<file path="config.mk">
export PLATFORM = sky130hd
export DESIGN_NAME = uart_tx_byte
export DESIGN_NICKNAME = d
export VERILOG_FILES = /design/src/rtl/uart_pkg.sv /design/src/rtl/uart_baud_tick.sv /design/src/rtl/uart_tx_byte.sv
export SDC_FILE = /design/constraint.sdc
export NUM_CORES = 1
export LEC_CHECK = 0
export CAP_MARGIN = 10
export CELL_PAD_IN_SITES_DETAIL_PLACEMENT = 0
export CELL_PAD_IN_SITES_GLOBAL_PLACEMENT = 1
export CORE_MARGIN = 4
export CORE_UTILIZATION = 38
export DETAILED_ROUTE_END_ITERATION = 8
export PLACE_DENSITY = 0.72
export SETUP_SLACK_MARGIN = 0.05
export SYNTH_ARGS = -nofsm -noshare
export SYNTH_HDL_FRONTEND = slang
export SYNTH_SLANG_ARGS = --single-unit
</file>
<file path="constraint.sdc">
create_clock -name clk -period 1.9 [get_ports clk]
set_clock_uncertainty 0.2 [all_clocks]
set_input_delay 0.475 -clock clk [delete_from_list [all_inputs] [get_ports clk]]
set_output_delay 0.475 -clock clk [all_outputs]
set_load 0.01 [all_outputs]
</file>
<file path="src/rtl/uart_pkg.sv">
// Shared types and frame constants for the byte-wide UART transmitter.
// Defining UART_TX_PARITY_EN adds a PARITY state and one bit per frame.
package uart_pkg;

    localparam int UART_DATA_W = 8;
    localparam int FRAME_BITS_NO_PARITY = 10;
    localparam int FRAME_BITS_PARITY = 11;

`ifdef UART_TX_PARITY_EN
    localparam int FRAME_BITS = FRAME_BITS_PARITY;

    typedef enum logic [2:0] {
        S_IDLE,
        S_START,
        S_DATA,
        S_PARITY,
        S_STOP
    } uart_state_e;
`else
    localparam int FRAME_BITS = FRAME_BITS_NO_PARITY;

    typedef enum logic [1:0] {
        S_IDLE,
        S_START,
        S_DATA,
        S_STOP
    } uart_state_e;
`endif

    function automatic logic even_parity(
        input logic [UART_DATA_W-1:0] d
    );
        return ^d;
    endfunction

endpackage

</file>
<file path="src/rtl/uart_baud_tick.sv">
// Bit-period counter: strobes on the last clock of each bit and
// restarts from zero whenever clr is high.
module uart_baud_tick #(
    parameter int CLKS_PER_BIT = 5208
) (
    input  logic clk,
    input  logic rst,
    input  logic clr,
    output logic tick
);

    localparam int CNT_W = $clog2(CLKS_PER_BIT);
    localparam logic [CNT_W-1:0] LAST =
        CNT_W'(CLKS_PER_BIT - 1);

    logic [CNT_W-1:0] cnt_q;
    logic [CNT_W-1:0] cnt_d;

    assign tick = (cnt_q == LAST);

    always_comb begin
        cnt_d = cnt_q + 1'b1;
        if (clr || tick) begin
            cnt_d = '0;
        end
    end

    always_ff @(posedge clk) begin
        if (rst) begin
            cnt_q <= '0;
        end else begin
            cnt_q <= cnt_d;
        end
    end

endmodule

</file>
<file path="src/rtl/uart_tx_byte.sv">
// Byte UART transmitter: 8N1 frames, LSB first, registered tx line.
// Defining UART_TX_PARITY_EN inserts a parity bit (sense: PARITY_ODD).
module uart_tx_byte
    import uart_pkg::*;
#(
    parameter int CLKS_PER_BIT = 5208,
    parameter int PARITY_ODD   = 0
) (
    input  logic                   clk,
    input  logic                   rst,
    input  logic [UART_DATA_W-1:0] tx_data,
    input  logic                   tx_valid,
    output logic                   tx_ready,
    output logic                   tx,
    output logic                   tx_busy,
    output logic                   tx_done
);

    uart_state_e            state_q;
    uart_state_e            state_d;
    logic [UART_DATA_W-1:0] shreg_q;
    logic [UART_DATA_W-1:0] shreg_d;
    logic [2:0]             idx_q;
    logic [2:0]             idx_d;
    logic                   tx_q;
    logic                   tx_d;
    logic                   bit_end;
    logic                   baud_clr;
    logic                   accept;

`ifdef UART_TX_PARITY_EN
    localparam logic PAR_INV = (PARITY_ODD != 0);

    logic par_q;
    logic par_d;
`else
    logic unused_parity_cfg;
    assign unused_parity_cfg = (PARITY_ODD != 0);
`endif

    assign baud_clr = (state_q == S_IDLE);
    assign accept   = tx_valid && !rst
                   && (state_q == S_IDLE);
    assign tx       = tx_q;

    uart_baud_tick #(
        .CLKS_PER_BIT(CLKS_PER_BIT)
    ) u_baud (
        .clk  (clk),
        .rst  (rst),
        .clr  (baud_clr),
        .tick (bit_end)
    );

    always_ff @(posedge clk) begin
        if (rst) begin
            state_q <= S_IDLE;
            shreg_q <= '0;
            idx_q   <= '0;
            tx_q    <= 1'b1;
`ifdef UART_TX_PARITY_EN
            par_q   <= 1'b0;
`endif
        end else begin
            state_q <= state_d;
            shreg_q <= shreg_d;
            idx_q   <= idx_d;
            tx_q    <= tx_d;
`ifdef UART_TX_PARITY_EN
            par_q   <= par_d;
`endif
        end
    end

    // Next state and datapath; the shift register exposes D(idx) at bit 0.
    always_comb begin
        state_d = state_q;
        shreg_d = shreg_q;
        idx_d   = idx_q;
`ifdef UART_TX_PARITY_EN
        par_d   = par_q;
`endif
        unique case (state_q)
            S_IDLE: begin
                if (accept) begin
                    state_d = S_START;
                    shreg_d = tx_data;
                    idx_d   = '0;
`ifdef UART_TX_PARITY_EN
                    par_d = even_parity(tx_data)
                          ^ PAR_INV;
`endif
                end
            end
            S_START: begin
                if (bit_end) begin
                    state_d = S_DATA;
                end
            end
            S_DATA: begin
                if (bit_end) begin
                    shreg_d = shreg_q >> 1;
                    if (idx_q == 3'd7) begin
`ifdef UART_TX_PARITY_EN
                        state_d = S_PARITY;
`else
                        state_d = S_STOP;
`endif
                    end else begin
                        idx_d = idx_q + 3'd1;
                    end
                end
            end
`ifdef UART_TX_PARITY_EN
            S_PARITY: begin
                if (bit_end) begin
                    state_d = S_STOP;
                end
            end
`endif
            S_STOP: begin
                if (bit_end) begin
                    state_d = S_IDLE;
                end
            end
            default: begin
                state_d = S_IDLE;
            end
        endcase
    end

    // Outputs; tx_d looks at the next state so the line changes with it.
    always_comb begin
        tx_ready = (state_q == S_IDLE) && !rst;
        tx_busy  = (state_q != S_IDLE) && !rst;
        tx_done  = (state_q == S_STOP) && bit_end
                && !rst;
        tx_d     = 1'b1;
        unique case (state_d)
            S_START: tx_d = 1'b0;
            S_DATA:  tx_d = shreg_d[0];
`ifdef UART_TX_PARITY_EN
            S_PARITY: tx_d = par_q;
`endif
            default: tx_d = 1'b1;
        endcase
    end

endmodule
</file>
# Word level (Yosys, flattened, before mapping)
# Index checks and enable logic that the tools add are counted.
[word_totals] out_inout_bits=4 in_bits=11 wordCells=46 ff_bits=27 n_memories=0 latch_bits=0 mem_bits_rw=0 mem_bits_ro=0
[op_classes] n_eq_ne=10 n_mux=14 addsub=2 n_reduce_logical=14 magnitude_cmp=0 div_mod_pow=0 shifts=0 mul=0 n_bitwise=0
[op_table] cell="8-bit two-way mux" count=2
[op_table] cell="8-bit one-hot mux with 2 select lines" count=1
[op_table] cell="13-bit by 1-bit adder with 13-bit output (second input constant)" count=1
[op_table] cell="13-bit equality test (second input constant)" count=1
[op_table] cell="2-bit two-way mux" count=5
[op_table] cell="3-bit two-way mux" count=3
[op_table] cell="2-bit one-hot mux with 4 select lines" count=1
[op_table] cell="2-bit equality test (second input constant)" count=3
[op_table] cell="1-bit logical AND" count=6
[op_table] cell="2-bit != test (second input constant)" count=3
[op_table] cell="3-bit one-hot mux with 2 select lines" count=1
[op_table] cell="2-bit by 1-bit equality test with 1-bit output (second input constant)" count=2
[op_table] cell="4-bit AND reduction" count=1
[op_table] cell="2-bit nonzero test" count=2
[op_table] cell="3-bit by 1-bit adder with 3-bit output (second input constant)" count=1
[op_table] cell="3-bit equality test (second input constant)" count=1
[op_table] cell="3-bit AND reduction" count=1
[op_table] cell="2-bit logical NOT" count=1
[op_table] cell="1-bit one-hot mux with 2 select lines" count=1
[op_table] cell="2-bit OR reduction" count=1
[op_table] cell="1-bit logical NOT" count=1
[op_table] cell="1-bit logical OR" count=1

# Longest topological paths before layout
[logic_depth] ltp_word=7 depth_mapped=7 ltp_nobuf=7

# By module
# Synthesis repeated with hierarchy kept, for this count alone.
[hier_totals] hier_cells=155 hier_area_um2=1487.7
[modules_own_cells] mod="uart_tx_byte" seq_area_each_um2=280.3 instances=1 cells_each=83 area_per_inst_um2=765.7
[modules_own_cells] mod="uart_baud_tick" seq_area_each_um2=260.2 instances=1 cells_each=72 area_per_inst_um2=721.9

# Worst setup path after synthesis
# No wires, ideal clock.
[synth_path] path_kind="reg-to-output" from="reg u_baud.cnt_q[0]" to="out tx_done" path_stages_with_launch=6 path_buffers=1 setup_slack_ns=-0.152 required_time_ns=1.225 arrival_ns=1.377 cell_sequence="dfxtp_1 > ha_1 > and4bb_1 > buf_6 > nand4_4 > nor3b_1"
[synth_via] elab_chain_cells=3
[synth_rtl] item="from (decl)" line_no="uart_baud_tick.sv:16" source="logic [CNT_W-1:0] cnt_q;"
[synth_rtl] item="from (signal assigned)" line_no="uart_baud_tick.sv:32" source="cnt_q <= cnt_d;"
[synth_rtl] item="13-bit equality test" line_no="uart_baud_tick.sv:19" source="assign tick = (cnt_q == LAST);"
[synth_rtl] item="1-bit logical AND" line_no="uart_tx_byte.sv:136" source="tx_done = (state_q == S_STOP) && bit_end"
[synth_rtl] item="1-bit logical AND" line_no="uart_tx_byte.sv:137" source="&& !rst;"
[synth_rtl] item="to (decl)" line_no="uart_tx_byte.sv:16" source="output logic tx_done"
# No other way between the ends.

# Worst setup path after layout
[layout_path] from="reg u_baud.cnt_q[1]" to="out tx_done"
# The elaborated chain is that of the path after synthesis.

==> metrics.md <==
| Metric | Value |
|---|---|
| Leak | `0.782 nW` |
| Synthesis-to-layout area growth | `43.6%` |
| Routed WL | `3220 microns` |
| Finished Layout Cells | `243` |
| WP data arrival | `1.57 ns` |
| Post-route ant nets | `0` |
| Initial Util | `40.1%` |
| Status | `finished with violations` |
| # Max-Cap Violations | `0` |
| GR Overflow Total | `0` |
| Core ar. | `0.00339 sq mm` |
| Fin crit period | `2.24 ns` |
| Input/output buffers | `14` |
| Syn. warnings | `0` |
| Clock share of power | `25.8%` |
| Top cells by count, synth | `dfxtp_1, nor2_1, nand2_1` |
| TritonCTS clock tree | `built` |
| CTS sink count | `27` |
| Die area | `0.00460 sq mm` |
| Top-count cell post-synth | `dfxtp_1` |
| Post-synth EDFFs | `0` |
| Top cells by area, synth | `dfxtp_1, nor2_1, xor2_1` |
| Ys flop type | `dfxtp_1` |
| Hold Crit Class | `flop to flop` |
| Final Slew Violations | `0` |
| Pin count of the biggest net entering global routing | `15` |
| Register share of total power | `60.9%` |
| Fin Hold WS | `0.281 ns` |
| Sequential share of the synthesized area | `39.8%` |
| Period utilization | `118%` |
| Routed len/inst | `13.2 microns` |
| # rows | `21` |
| Async S/R FF share, synth | `0%` |
| TritonRoute pass-1 iters | `4` |
| Worst EP required | `1.22 ns` |
| HPWL after DPL | `2330 microns` |
| Dpl cells | `229` |
| Failing checks | `negative setup slack` |
| Cell Area, Synth | `0.00136 sq mm` |
| Total GRT Usage | `15.5%` |
| Startpoint Class | `flop` |
| Syn Area/Cell | `9.24 sq um` |
| CTS clk-pin slew, worst paths | `0.14 ns` |
| Final Hold Vio Count | `0` |
| Crit path max fanout | `2` |
| Synth cell types | `44` |
| Clock latency on the worst-skew pair | `0.32 ns` |
| Endpoint class of the critical path | `output port` |
| DRC Markers | `0` |
| Final core occ | `57.5%` |
| First-pass GRT wire length | `5470 microns` |
| Peak supply drop | `0.241 mV` |
| Num CTS Buffers | `3` |
| Ant. Diodes | `0` |
| Initial drt markers | `107` |
| Initial antenna violation count | `0` |
| Gpl congestion | `0.834` |
| Setup_tns | `-0.901 ns` |
| Combinational power share | `13.2%` |
| Rel. slew slack | `81.7%` |
| Clk buf depth | `2` |
| Die Span X | `67.8 microns` |
| Fill count | `288` |
| Yosys top cell by area | `dfxtp_1` |
| Nets@finish | `212` |
| Vias per inst | `5.15` |
| Chip Height | `67.8 microns` |
| Vias in the first global route | `1273` |
| Post-route setup slack | `-0.342 ns` |
| Number of H-tree levels | `1` |
| Synthesized flop and latch total | `27` |
| Critical path type | `flop to output port` |
| Setup violators final | `4` |
| Num ports | `15` |
| Syn Inst Count | `147` |
| Least-Margin Pin Slew | `0.272 ns` |
| Internal cell power | `0.734 mW` |
| Power Density | `496 mW/mm^2` |
| P_sw | `0.233 mW` |
| CTS root buf | `clkbuf_4` |
| Fmax | `446 MHz` |
| Switch share | `24.1%` |
| Unrepaired setup endpoints after global routing | `true` |
| Fraction of layout cells with a size suffix above 1 | `35.0%` |
| Vias | `1252` |
| Syn nets | `161` |
| Synth top area share | `39.8%` |
sequential cells by signal, indices dropped and copies added (netlist names):
register and count:
idx_q 3, state_q 2, tx 1, shreg_q 8, u_baud.cnt_q 13
cells in the final DEF (no fill, tap or decap), types with 3 or more instances in the layout:
cell type        instances
clkdlybuf4s50_1          9
dfxtp_2                  3
xor2_1                   7
a22oi_1                  6
nor2_1                  17
clkbuf_4                 3
nor3b_2                  3
a21oi_1                  3
nand4_1                  6
inv_1                    4
buf_4                   34
buf_6                    7
o2bb2ai_1                6
nand3_1                  4
nor2_4                   3
nand2_1                 11
dfxtp_1                 24
logic make-up after synthesis:
kind of cell,Yosys count,synth area share (%)
buf+inv,12,4.97
simple gates,67,30.4
mux,3,2.30
xor+xnor,10,6.45
flops,27,39.8
compound gates,25,13.4
fa+ha+maj,3,2.76
routing by layer:
metal / vias to the layer above / track usage (%) / part of all wire (%)
met2: 22 / 28.1 / 52
met3: 2 / 2.66 / 3.4
li1: 629 / - / -
met4: 0 / 5.96 / 0.44
met1: 599 / 17.9 / 44
met5: - / 0 / 0
power by group through the flow:
stage	Sequential (mW)	Combinational, mW	Clock (mW)
final	0.589	0.128	0.250
after global routing	0.592	0.138	0.290
after CTS	0.588	0.121	0.258
after detailed placement	0.601	0.115	0
after global placement	0.600	0.114	0
after floorplan	0.598	0.0548	0
critical path, cell delays in order, from the launching register on:
cell,delay (ns)
dfxtp_2,0.38
ha_4,0.13
and4bb_2,0.29
nand4_4,0.12
nor3b_4,0.17
buf_2,0.15
worst paths after layout:
check / start / end / slack [ns] / cells past startpoint
hold / removal: shreg_q[3]$_SDFFE_PP0P_ / shreg_q[3]$_SDFFE_PP0P_ / 0.28 / 1
setup / recovery: u_baud.cnt_q[1]$_SDFF_PP0_ / tx_done / -0.34 / 5
hold reg to reg: shreg_q[3]$_SDFFE_PP0P_ / shreg_q[3]$_SDFFE_PP0P_ / 0.28 / 1
setup reg to reg: u_baud.cnt_q[1]$_SDFF_PP0_ / tx$_SDFF_PP1_ / -0.30 / 11
layout make-up:
type | count | area (sq um) | area share, %
multi-input cells | 108 | 855 | 43.8
flip-flops and latches | 27 | 544 | 27.9
repair buffers | 54 | 453 | 23.2
well taps | 46 | 57.6 | 2.95
clock buffers | 4 | 26.3 | 1.35
inverters | 4 | 15.0 | 0.770
what timing repair did:
item	in CTS	in global routing
endpoints found under the setup margin	10	18
hold endpoints to repair	0	0
hold buffers	0	0
pin swaps	3	7
gates resized for setup	23	14
setup buffers	5	7
per-stage QoR:
step	area [sq um]	power [mW]	setup slack (ns)
floorplan	1390	0.653	0.0641
detailed placement	1760	0.716	-0.562
CTS	1840	0.967	-0.348
global placement	1760	0.714	-0.570
finish	1950	0.967	-0.342
global route	1950	1.02	-0.420
No activity file was read; power rests on OpenSTA's default activity.
